--- src/rtl/mem_bus_arbiter.sv ---
// mem_bus_arbiter: shares one SRAM-like bus between the fetch port and the
// data port. One transaction at a time, data has strict priority. A fetch
// cancelled while in flight still finishes on the bus, but its result is
// dropped.
module mem_bus_arbiter #(
  parameter int AW = 32,
  parameter int DW = 32  // must stay 32: the byte strobes are 4 bits wide
) (
  input  logic          clk,
  input  logic          rst,

  // Fetch port
  input  logic          inst_req,
  input  logic [AW-1:0] inst_addr,
  input  logic          inst_cancel,
  output logic [DW-1:0] inst_rdata,
  output logic          inst_ok,

  // Data port
  input  logic          data_req,
  input  logic          data_wr,
  input  logic [3:0]    data_wen,
  input  logic [AW-1:0] data_addr,
  input  logic [DW-1:0] data_wdata,
  output logic [DW-1:0] data_rdata,
  output logic          data_ok,

  // Stall requests for the hazard unit
  output logic          stall_inst,
  output logic          stall_data,

  // Memory bus master side
  output logic          bus_req,
  output logic          bus_wr,
  output logic [3:0]    bus_wen,
  output logic [AW-1:0] bus_addr,
  output logic [DW-1:0] bus_wdata,
  input  logic          bus_addr_ok,
  input  logic          bus_data_ok,
  input  logic [DW-1:0] bus_rdata
);

  typedef enum logic [1:0] {
    S_IDLE = 2'd0,  // waiting for a request to grant
    S_ADDR = 2'd1,  // address phase, bus_req high
    S_WAIT = 2'd2,  // address accepted, waiting for data
    S_DONE = 2'd3   // one-cycle completion, ok pulse visible
  } state_e;

  typedef enum logic {
    OWN_INST = 1'b0,
    OWN_DATA = 1'b1
  } owner_e;

  state_e          state_q,      state_d;
  owner_e          owner_q,      owner_d;
  logic            kill_q,       kill_d;
  logic            bus_req_q,    bus_req_d;
  logic            bus_wr_q,     bus_wr_d;
  logic [3:0]      bus_wen_q,    bus_wen_d;
  logic [AW-1:0]   bus_addr_q,   bus_addr_d;
  logic [DW-1:0]   bus_wdata_q,  bus_wdata_d;
  logic            inst_ok_q,    inst_ok_d;
  logic            data_ok_q,    data_ok_d;
  logic [DW-1:0]   inst_rdata_q, inst_rdata_d;
  logic [DW-1:0]   data_rdata_q, data_rdata_d;

  logic            complete;
  logic            cancel_hit;

  // Next-state, payload latch, completion and discard logic
  always_comb begin
    // NOTE: every variable gets its default before the case so no path can
    // leave it unassigned, which would otherwise infer a latch.
    state_d      = state_q;
    owner_d      = owner_q;
    kill_d       = kill_q;
    bus_req_d    = bus_req_q;
    bus_wr_d     = bus_wr_q;
    bus_wen_d    = bus_wen_q;
    bus_addr_d   = bus_addr_q;
    bus_wdata_d  = bus_wdata_q;
    inst_ok_d    = 1'b0;
    data_ok_d    = 1'b0;
    inst_rdata_d = inst_rdata_q;
    data_rdata_d = data_rdata_q;
    complete     = 1'b0;

    // A cancel only matters once the fetch owns the bus; in IDLE it merely
    // blocks the fetch grant below.
    cancel_hit = inst_cancel && (owner_q == OWN_INST) && (state_q != S_IDLE);

    case (state_q)
      S_IDLE: begin
        if (data_req) begin
          owner_d     = OWN_DATA;
          bus_req_d   = 1'b1;
          bus_wr_d    = data_wr;
          bus_wen_d   = data_wr ? data_wen : 4'b0000;
          bus_addr_d  = data_addr;
          bus_wdata_d = data_wdata;
          state_d     = S_ADDR;
        end else if (inst_req && !inst_cancel) begin
          owner_d     = OWN_INST;
          bus_req_d   = 1'b1;
          bus_wr_d    = 1'b0;
          bus_wen_d   = 4'b0000;
          bus_addr_d  = inst_addr;
          bus_wdata_d = '0;
          state_d     = S_ADDR;
        end
      end

      S_ADDR: begin
        if (bus_addr_ok) begin
          bus_req_d = 1'b0;
          if (bus_data_ok) begin
            complete = 1'b1;
          end else begin
            state_d = S_WAIT;
          end
        end
      end

      S_WAIT: begin
        if (bus_data_ok) begin
          complete = 1'b1;
        end
      end

      S_DONE: begin
        kill_d  = 1'b0;
        state_d = S_IDLE;
      end

      default: begin
        state_d = S_IDLE;
      end
    endcase

    // DONE clears the discard flag, so a cancel there does not carry over
    // into the next fetch.
    if (cancel_hit && (state_q != S_DONE)) begin
      kill_d = 1'b1;
    end

    // The ok pulse and read data are registered on the way into DONE. A
    // cancel arriving in the completing cycle itself is folded in directly,
    // so the fetch result is dropped even though kill_q is not yet set.
    if (complete) begin
      state_d = S_DONE;
      if (owner_q == OWN_DATA) begin
        data_ok_d = 1'b1;
        if (!bus_wr_q) begin
          data_rdata_d = bus_rdata;
        end
      end else if (!(kill_q || inst_cancel)) begin
        inst_ok_d    = 1'b1;
        inst_rdata_d = bus_rdata;
      end
    end
  end

  // Grant FSM and all registered outputs
  always_ff @(posedge clk or posedge rst) begin
    if (rst) begin
      state_q      <= S_IDLE;
      owner_q      <= OWN_INST;
      kill_q       <= 1'b0;
      bus_req_q    <= 1'b0;
      bus_wr_q     <= 1'b0;
      bus_wen_q    <= 4'b0000;
      bus_addr_q   <= '0;
      bus_wdata_q  <= '0;
      inst_ok_q    <= 1'b0;
      data_ok_q    <= 1'b0;
      inst_rdata_q <= '0;
      data_rdata_q <= '0;
    end else begin
      // NOTE: non-blocking assignments here so every flop samples the
      // pre-edge values, independent of statement order.
      state_q      <= state_d;
      owner_q      <= owner_d;
      kill_q       <= kill_d;
      bus_req_q    <= bus_req_d;
      bus_wr_q     <= bus_wr_d;
      bus_wen_q    <= bus_wen_d;
      bus_addr_q   <= bus_addr_d;
      bus_wdata_q  <= bus_wdata_d;
      inst_ok_q    <= inst_ok_d;
      data_ok_q    <= data_ok_d;
      inst_rdata_q <= inst_rdata_d;
      data_rdata_q <= data_rdata_d;
    end
  end

  assign bus_req    = bus_req_q;
  assign bus_wr     = bus_wr_q;
  assign bus_wen    = bus_wen_q;
  assign bus_addr   = bus_addr_q;
  assign bus_wdata  = bus_wdata_q;
  assign inst_ok    = inst_ok_q;
  assign data_ok    = data_ok_q;
  assign inst_rdata = inst_rdata_q;
  assign data_rdata = data_rdata_q;

  // Stalls are combinational so the hazard unit sees them in the same cycle
  assign stall_inst = inst_req & ~inst_ok_q;
  assign stall_data = data_req & ~data_ok_q;

endmodule

--- config.mk ---
export PLATFORM = sky130hd
export DESIGN_NAME = mem_bus_arbiter
export DESIGN_NICKNAME = d
export VERILOG_FILES = /design/src/rtl/mem_bus_arbiter.sv
export SDC_FILE = /design/constraint.sdc
export NUM_CORES = 1
export LEC_CHECK = 0
export BUFFER_PORTS_ARGS = -buffer_cell sky130_fd_sc_hd__buf_2
export CORE_UTILIZATION = 50
export CTS_CLUSTER_SIZE = 20
export DETAILED_ROUTE_END_ITERATION = 16
export PLACE_DENSITY = 0.86
export REMOVE_ABC_BUFFERS = 1
export SLEW_MARGIN = 20
export SYNTH_ARGS = -nofsm -noshare
export SYNTH_HDL_FRONTEND = slang
export SYNTH_SLANG_ARGS = --single-unit
--- constraint.sdc ---
create_clock -name clk -period 10.2 [get_ports clk]
set_input_delay 2.04 -clock clk [delete_from_list [all_inputs] [get_ports clk]]
set_output_delay 2.04 -clock clk [all_outputs]
set_load 0.02 [all_outputs]
# Word-level counts from Yosys, hierarchy flattened
# Index checks and enable logic that the tools add are counted.
# totals
ff_bits,140
in_bits,140
output_inout_bits,138
elab_cells,75
# op_classes
eq_ne,9
n_mux,30
bitwise,7
reduce_logical,17
# op_table
cell,n
$mux W32,4
$mux W1,15
$mux W4,3
$mux W2,5
$ne A3 B3 Y1 const B,3
$reduce_and A3 Y1,3
$reduce_bool A2 Y1,4
$pmux W2 S3,1
$not A1 Y1,5
$eq A2 B2 Y1 const B,2
$logic_and A1 B1 Y1,4
$ne A2 B2 Y1 const B,2
$ne A4 B4 Y1 const B,1
$pmux W1 S2,2
$reduce_and A4 Y1,1
$reduce_bool A4 Y1,1
$and A1 B1 Y1,2
$eq A2 B1 Y1 const B,1
$logic_not A2 Y1,1
$reduce_and A2 Y1,1
$logic_not A1 Y1,1
$logic_or A1 B1 Y1,1

# Longest topological paths before layout
# Gate-level depths: netlist of run 1.
# logic_depth
depth_word,6
ltp_mapped,7
mapped_depth_nobuf,6

# Least setup slack after synthesis of run 1
# OpenSTA, ideal clock, no wires.
# synth_timing
kind,input to output
from,input port data_req
to,output port stall_data
arrival_ns,2.863
required_ns,8.160
setup_slack_ns,5.297
stages,3
n_path_buf,2
path_cell_list,buf_2 > buf_1 > nor2b_1
# synth_via
elab_chain_cells,1
# synth_rtl
element,line_no,rtl
start: declaration,20,"input logic data_req,"
$and A1 B1 Y1,209,assign stall_data = data_req & ~data_ok_q;
end: declaration,30,"output logic stall_data,"
# Every way passes these cells.

# Final worst setup path of run 1
# Same ends and word-level chain as after synthesis.

==> reports/metrics.cfg, run 1 <==
[outcome]
status=finished clean

[global_route]
antenna_found_initial=0
grt_start_max_net_pins=80
grt_pass1_vias=4692
grt.overflow.total=0
grt_first_pass_wirelength_mm=22.3
grt_usage_pct=25.2

[detailed_routing]
ant_nets=0
routed_wl_mm=14.5
drc=0
vias=4645
avgRoutedWirePerCell_um=16.0
drt-initial-drc-count=180
via_per_inst=5.15
drt-pass1-iter-count=4

[sta]
clock.fmax_mhz=209
hold_violations=0
tns_ps=0
worstMarginPinSlew_ps=974
max_slew_margin_pct=35.1
worst_clock_skew_ps=4.69
fin_crit_sh_pct=47.0
period_needed_ps=4790
setup_violations=0
slew_violations=0
rsz0062_at_grt=false

[setup_path]
r2r_start=state_q[1]$_DFFE_PP0P_
startpoint_type=primary input
crit_required_ps=8160
r2r_cells=7
path_class=primary input to output port
arrival_ps=2750
crit_start=data_req
r2r-end=inst_rdata[0]$_DFFE_PP0P_
rrSetupSlack_ps=7900
cp-end-kind=output port
crit_fanout=26

[logic_synthesis]
syn_inst=478
yosys_warnings=0
synth_area_leaders=dfrtp_1 (61%), mux2_2 (12%), nand2_1 (7.0%)
mappedNetlistArea_um2=5700
yosys.area.top_type_share_pct=61.5
postSynthAreaPerCell_um2=11.9
synth.distinct_cells=25
async_reset_ff_share_pct=100
synth_top_area_cell=dfrtp_1
synth_edf_count=0
yosysSeqAreaShare_pct=61.5
synth_seq_cells=140
synth_ff_type=dfrtp_1

[floorplanning]
die_h_um=109
die_x_um=109
floorplan.rows=38
core_area_um2=11000
io_pins=278
floorplan.initialDensity_pct=51.9
die-area_um2=11800

[clocking]
h-tree-depth=4
clock_sinks=140
clk_latency_ps=410
cts_setup_buffers=0
cts_tree=yes
cts-root-buf=clkbuf_16
clkTransAtPathRegs_ps=50
numCtsBuffers=17
clockBufferDepth=2
cts_hold_buf=0
cts_resized=0

[power]
powerDensity_nw_per_um2=327
p_leak_nw=4.31
ir_worst_vdd_mv=0.211
p_total_w=0.00254

[job]
cap_violations=0

[hold_path]
min_from=bus_wdata[23]$_DFFE_PP0P_
holdCritPathClass=flip-flop to flip-flop
worstHoldPathCells=2
min_to=bus_wdata[23]$_DFFE_PP0P_

[finish]
antenna_cells=0
layout-drive-gt1-share_pct=49.6
syn2layout_area_growth_pct=36.6
nets=896

[place]
dp_hpwl_mm=10.7
gp_congestion=0.848
portBuffers=277

## worst max-delay path: stages
cell and delay [ps]:
buf_2 370, nor2b_1 180, buf_2 160
## power breakdown
part	switching [W]	leakage [nW]	internal [W]
Sequential	0.000133	1.78	0.000799
Combinational	0.000648	2.24	0.000362
Clock	0.000210	0.288	0.000392
## per-stage QoR
stage	cell area, um^2	util, %	worst slack [ps]	std cells	hold slack, ps
final	7790	70.9	5410	902	461
after global routing	7790	70.9	5320	902	481
after CTS	7760	70.7	5410	901	467
after detailed placement	7180	65.4	5420	872	453
after global placement	7180	65.4	5410	872	444
after floorplan	5550	-	4230	449	519
## flip-flops by register name (all words and copies together), names as in the netlist, 2 cells and up
signal	flops
bus_wen	4
bus_addr	32
state_q	2
inst_rdata	32
bus_wdata	32
data_rdata	32
## cell usage in the layout (no fill, tap or decap), drive strengths merged
cell,synthesis,layout
inv,4,4
ha,4,4
clkbuf,14,21
nor2b,4,4
mux2i,32,32
buf,15,284
dfrtp,140,140
bufinv,0,3
nor2,5,5
nor4,1,1
o21ai,41,41
o32ai,1,1
nand2b,2,2
nand3,38,38
a21o,1,1
o31a,2,2
clkinv,0,5
mux2,64,64
nor3,1,1
nand2,106,106
a21oi,3,3
## Yosys cell counts, types with 4 or more instances
master    instances
nand3_1          37
clkbuf_1         14
buf_1             4
inv_1             4
buf_2             5
o21ai_0          40
nor2b_1           4
dfrtp_1         140
nor2_1            5
mux2i_1          32
mux2_2           62
nand2_1         106
ha_1              4
## cell type report
type                            instances  area, um^2
Clock inverter                          8         119
Clock buffer                           21         460
Timing Repair Buffer                  284        1460
Inverter                                4        20.0
Multi-Input combinational cell        305        2050
Sequential cell                       140        3500
Fill cell                             787        3200
Tap cell                              140         175
## worst max path at each step
stage	end	slack [ps]	cells past startpoint
floorplan	bus_addr[0]$_DFFE_PP0P_	4230	3
global placement	stall_data	5410	3
detailed placement	stall_data	5420	3
CTS	stall_data	5410	3
global route	stall_data	5320	3
finish	stall_data	5410	3
## cells by family (layout without fill, tap and decap cells)
family | count (synthesis) | after routing | synth area share [%]
simple gates | 157 | 157 | 12.1
flops | 140 | 140 | 61.5
mux | 96 | 96 | 18.3
compound gates | 48 | 48 | 4.46
buf+inv | 33 | 317 | 2.88
fa+ha+maj | 4 | 4 | 0.878
## per-layer routing
layer  vias up  track usage (%)  wire, um
met5         -                0         0
met4         0             13.5       498
met3        42             6.40       868
met2       198             45.9      7690
met1      2234             26.5      5410
li1       2171                -         -
(Power assumes the default switching activity.)
==> inputs of run 2 (changes only) <==
--- a/config.mk
+++ b/config.mk
@@ -5,11 +5,12 @@
 export SDC_FILE = /design/constraint.sdc
 export NUM_CORES = 1
 export LEC_CHECK = 0
+export ABC_AREA = 1
 export BUFFER_PORTS_ARGS = -buffer_cell sky130_fd_sc_hd__buf_2
-export CORE_UTILIZATION = 50
+export CORE_UTILIZATION = 47
 export CTS_CLUSTER_SIZE = 20
 export DETAILED_ROUTE_END_ITERATION = 16
-export PLACE_DENSITY = 0.86
+export PLACE_DENSITY = 0.81
 export REMOVE_ABC_BUFFERS = 1
 export SLEW_MARGIN = 20
 export SYNTH_ARGS = -nofsm -noshare
==> constraint.sdc (replaced) <==
create_clock -name clk -period 4.6 [get_ports clk]
set_input_delay 0.92 -clock clk [delete_from_list [all_inputs] [get_ports clk]]
set_output_delay 0.92 -clock clk [all_outputs]
set_load 0.02 [all_outputs]
==> reports/metrics.cfg, run 2 <==
[hold_path]
holdCritPathClass=flip-flop to flip-flop
worstHoldPathCells=2

[finish]
fin_area_um2=7920
ff_latch_area_um2=3500
nets=1070
layout-drive-gt1-share_pct=37.6
instances_no_fill=1109
syn2layout_area_growth_pct=34.4
final_common_cell=buf_2
multi_input_area_um2=2030
fillers=1032
mostFrequentLayoutCells=buf_2 (277), nand2_1 (242), dfrtp_1 (140)
finish.utilization_pct=65.4

[clocking]
cts_tree=yes
clkTransAtPathRegs_ps=50
numCtsBuffers=17
clockBufferDepth=2
h-tree-depth=4
cts-root-buf=clkbuf_16
cts_resized=0
cts_hold_buf=0
clk_latency_ps=410
clock_sinks=140
cts_setup_buffers=0

[place]
dp.cells=1075
dp_hpwl_mm=11.1
dp_slack_ps=1890
place_area_um2=7380
gp_congestion=0.774
portBuffers=277

[power]
powerDensity_nw_per_um2=726
p_total_w=0.00574
ir_worst_vdd_mv=0.347
p_leak_nw=4.61

[floorplanning]
floorplan.initialDensity_pct=48.6
die_x_um=114
io_pins=278
floorplan.rows=40
die_h_um=114
core_area_um2=12100
die-area_um2=13000

[setup_path]
path_cells=buf_2 -> inv_2 -> nor2_1 -> buf_2
crit_fanout=35
path_common_cell=buf_2
startpoint_type=primary input
cp_num_buf_inv=3
cp-end-kind=output port
arrival_ps=1670
critPathMaxStageDelay_ps=370
path_delay_family=buffers and inverters
slowest_stage=inv_2
crit_required_ps=3680
r2r_cells=8
cp.depth=4
path_class=primary input to output port

[logic_synthesis]
synth_area_leaders=dfrtp_1 (59%), nand2_1 (15%), o21ai_0 (5.8%)
synth_ff_type=dfrtp_1
yosysSeqAreaShare_pct=59.5
synth.most_common_cell=nand2_1
yosys.area.top_type_share_pct=59.5
async_reset_ff_share_pct=100
synth_edf_count=0
synth_seq_cells=140
synth_common_cells=nand2_1 (242), dfrtp_1 (140), o21ai_0 (68), inv_1 (46), nand3_1 (39)
synth_top_area_cell=dfrtp_1
synth.distinct_cells=20
postSynthAreaPerCell_um2=8.89
mappedNetlistArea_um2=5890
syn_inst=662
yosys_warnings=0

[sta]
worst_clock_skew_ps=5.66
max_slew_margin_pct=37.7
slew_violations=0
period_needed_ps=2590
hold_violations=0
fin_crit_sh_pct=56.3
rsz0062_at_grt=false
setup_ws_ps=2010
clock.fmax_mhz=386
setup_violations=0
worstMarginPinSlew_ps=933

[detailed_routing]
drt-pass1-iter-count=5
vias=5396
via_per_inst=4.87
routed_wl_mm=16.0
drt-initial-drc-count=450
ant_nets=0
avgRoutedWirePerCell_um=14.4
drc=0

[global_route]
antenna_found_initial=2
grt.overflow.total=0
grt_usage_pct=25.1
grt_start_max_net_pins=90
grt_first_pass_wirelength_mm=25.2
grt_pass1_vias=5036

[job]
cap_violations=0

[outcome]
status=finished clean

run 2: power breakdown:
group / total [W] / internal (W) / switching (W) / leakage (nW)
combinational: 0.00243 / 0.000773 / 0.00166 / 2.58
clock: 0.00121 / 0.000727 / 0.000479 / 0.257
sequential: 0.00211 / 0.00181 / 0.000296 / 1.78
run 2: kinds of logic (layout without fill, tap and decap cells):
kind of cell / Yosys count / count (layout) / synth area share [%]
DFF: 140 / 140 / 59.5
buffers and inverters: 89 / 366 / 5.95
adders and majority gates: 4 / 4 / 0.850
other: 0 / 2 / 0
and+or+nand+nor: 322 / 322 / 23.1
AOI/OAI and AO/OA: 107 / 107 / 10.6
run 2: worst paths after layout:
check	start	end	slack, ps
worst min-delay path	bus_wdata[27]$_DFFE_PP0P_	bus_wdata[27]$_DFFE_PP0P_	460
worst max-delay path	data_req	stall_data	2010
worst max register to register	state_q[1]$_DFFE_PP0P_	bus_wen[3]$_DFFE_PP0P_	2030
max in group asynchronous	rst	kill_q$_DFFE_PP0P_	3020
worst min register to register	bus_wdata[27]$_DFFE_PP0P_	bus_wdata[27]$_DFFE_PP0P_	460
min in group asynchronous	rst	data_rdata[5]$_DFFE_PP0P_	680
run 2: through the flow:
stage	TNS (ps)	hold WS [ps]
global placement	0	448
floorplan	-10200	484
finish	0	464
global route	0	483
detailed placement	0	453
CTS	0	467
run 2: tightest hold or removal path, cell delays in order (launching register included):
cell and delay, ps:
dfrtp_1 340, nand2_1 50, nand2_1 50
run 2: cell type report:
class,count,share of cell area (%)
clock inverters,7,0.506
multi-input cells,433,25.7
diodes,2,0.0632
clock buffers,25,6.13
well taps,168,2.66
repair buffers,285,18.3
inverters,49,2.40
flip-flops and latches,140,44.3
run 2: routing by layer:
| metal | track usage [%] | part of all wire, % | up-vias |
|---|---|---|---|
| li1 | - | - | 2640 |
| met1 | 29.6 | 40 | 2509 |
| met2 | 43.1 | 50 | 225 |
| met3 | 8.29 | 8.3 | 22 |
| met4 | 8.57 | 1.6 | 0 |
| met5 | 0 | 0 | - |
==> inputs of run 3 (changes only) <==
==> constraint.sdc (replaced) <==
create_clock -name clk -period 2.7 [get_ports clk]
set_input_delay 0.54 -clock clk [delete_from_list [all_inputs] [get_ports clk]]
set_output_delay 0.54 -clock clk [all_outputs]
set_load 0.02 [all_outputs]
==> reports/metrics.cfg, run 3 (synthesis gave the netlist of run 2 again) <==
[setup_path]
r2r_cells=7
arrival_ps=2500
path_class=flip-flop to flip-flop
rrSetupSlack_ps=500
crit_fanout=69
r2r_start=state_q[0]$_DFFE_PP0P_
startpoint_type=flip-flop
r2r-end=bus_addr[3]$_DFFE_PP0P_
cp-end-kind=flip-flop
crit_required_ps=3000

[power]
ir_worst_vdd_mv=0.689
pwr-share-seq_pct=35.1
powerDensity_nw_per_um2=1270
pwr-share-comb_pct=41.1
switchingPower_w=0.00423
p_leak_nw=4.67
p_int_w=0.00598
switching_share_pct=41.4
clock_power_share_pct=23.8

[global_route]
grt_usage_pct=26.0
antenna_found_initial=1
grt_start_max_net_pins=141
grt_pass1_vias=5128
grt_first_pass_wirelength_mm=25.8
grt.overflow.total=0

[sta]
worstMarginPinSlew_ps=970
max_slew_margin_pct=35.3
hold_violations=0
worst_clock_skew_ps=9.47
setup_violations=0
setup_ws_ps=498
rsz0062_at_grt=false
slew_violations=0
clock.fmax_mhz=454
fin_crit_sh_pct=81.6
period_needed_ps=2200
tns_ps=0

[clocking]
cts_hold_buf=0
cts_setup_buffers=0
cts_tree=yes
h-tree-depth=4
cts-root-buf=clkbuf_16
clkTransAtPathRegs_ps=60
cts_resized=0
clk_latency_ps=420
numCtsBuffers=17
clock_sinks=140
clockBufferDepth=2

[floorplanning]
floorplan.initialDensity_pct=48.6
io_pins=278
die_h_um=114
floorplan.rows=40
die_x_um=114
die-area_um2=13000
core_area_um2=12100

[place]
dp.cells=1076
dp_slack_ps=496
portBuffers=277
place_area_um2=7420
dp_hpwl_mm=11.0
gp_congestion=0.768

[finish]
syn2layout_area_growth_pct=36.4
fillers=1072
finish.utilization_pct=66.3
layout-drive-gt1-share_pct=38.0
ff_latch_area_um2=3500
instances_no_fill=1108
fin_area_um2=8030
multi_input_area_um2=2030
nets=1071
final_common_cell=buf_2
mostFrequentLayoutCells=buf_2 (277), nand2_1 (242), dfrtp_1 (140)

[detailed_routing]
routed_wl_mm=16.3
dr_wl_met2_mm=7.87
drt-pass1-iter-count=6
vias=5349
m1WireLength_mm=6.85
drc=0
ant_nets=0
top_layer_used=met4
drt-initial-drc-count=473
avgRoutedWirePerCell_um=14.7
wl_met3_mm=1.27
via_per_inst=4.83

[hold_path]
holdCritPathClass=primary input to async pin

[job]
cap_violations=0

[outcome]
status=finished clean

-- run 3: stage by stage --
step                      total power (W)  hold WS (ps)
final                              0.0102           279
after CTS                          0.0103           312
after global placement            0.00768           449
after global routing               0.0109           329
after detailed placement          0.00781           453
after floorplan                   0.00614           484
-- run 3: worst max path at each step --
| stage | start | to | slack (ps) | depth (start not counted) |
|---|---|---|---|---|
| floorplan | rst | bus_addr[0]$_DFFE_PP0P_ | -1590 | 1 |
| finish | state_q[0]$_DFFE_PP0P_ | bus_addr[3]$_DFFE_PP0P_ | 500 | 7 |
| global placement | state_q[1]$_DFFE_PP0P_ | data_rdata[29]$_DFFE_PP0P_ | 590 | 8 |
| CTS | state_q[1]$_DFFE_PP0P_ | data_rdata[4]$_DFFE_PP0P_ | 490 | 7 |
| detailed placement | state_q[1]$_DFFE_PP0P_ | data_rdata[4]$_DFFE_PP0P_ | 500 | 8 |
| global route | state_q[1]$_DFFE_PP0P_ | data_rdata[29]$_DFFE_PP0P_ | 230 | 7 |
-- run 3: area by class of cell --
cell class	count	share of cell area, %
multi-input combinational	433	25.3
antenna	1	0.0311
clock buffer	19	5.51
tap	168	2.62
timing repair buffer	286	18.4
inverter	49	2.37
clock inverter	12	2.13
sequential	140	43.6
-- run 3: power by group through the flow --
| stage | clock network, W | registers [W] | logic (W) |
|---|---|---|---|
| after global placement | 0 | 0.00356 | 0.00413 |
| after detailed placement | 0 | 0.00359 | 0.00422 |
| after floorplan | 0 | 0.00477 | 0.00137 |
| after global routing | 0.00256 | 0.00370 | 0.00462 |
| final | 0.00243 | 0.00358 | 0.00419 |
| after CTS | 0.00246 | 0.00358 | 0.00423 |
-- run 3: metal layers --
metal  GRT usage (%)  vias up
li1                -     2643
met1            32.3     2478
met2            42.4      211
met3            8.40       17
met4            10.0        0
met5               0        -
-- run 3: worst max-delay path, cell delays in order, from the launching register on --
cell	delay, ps
dfrtp_1	410
inv_1	100
ha_1	170
inv_1	90
a21oi_4	140
clkinv_2	730
nand2_1	320
nand2_1	90
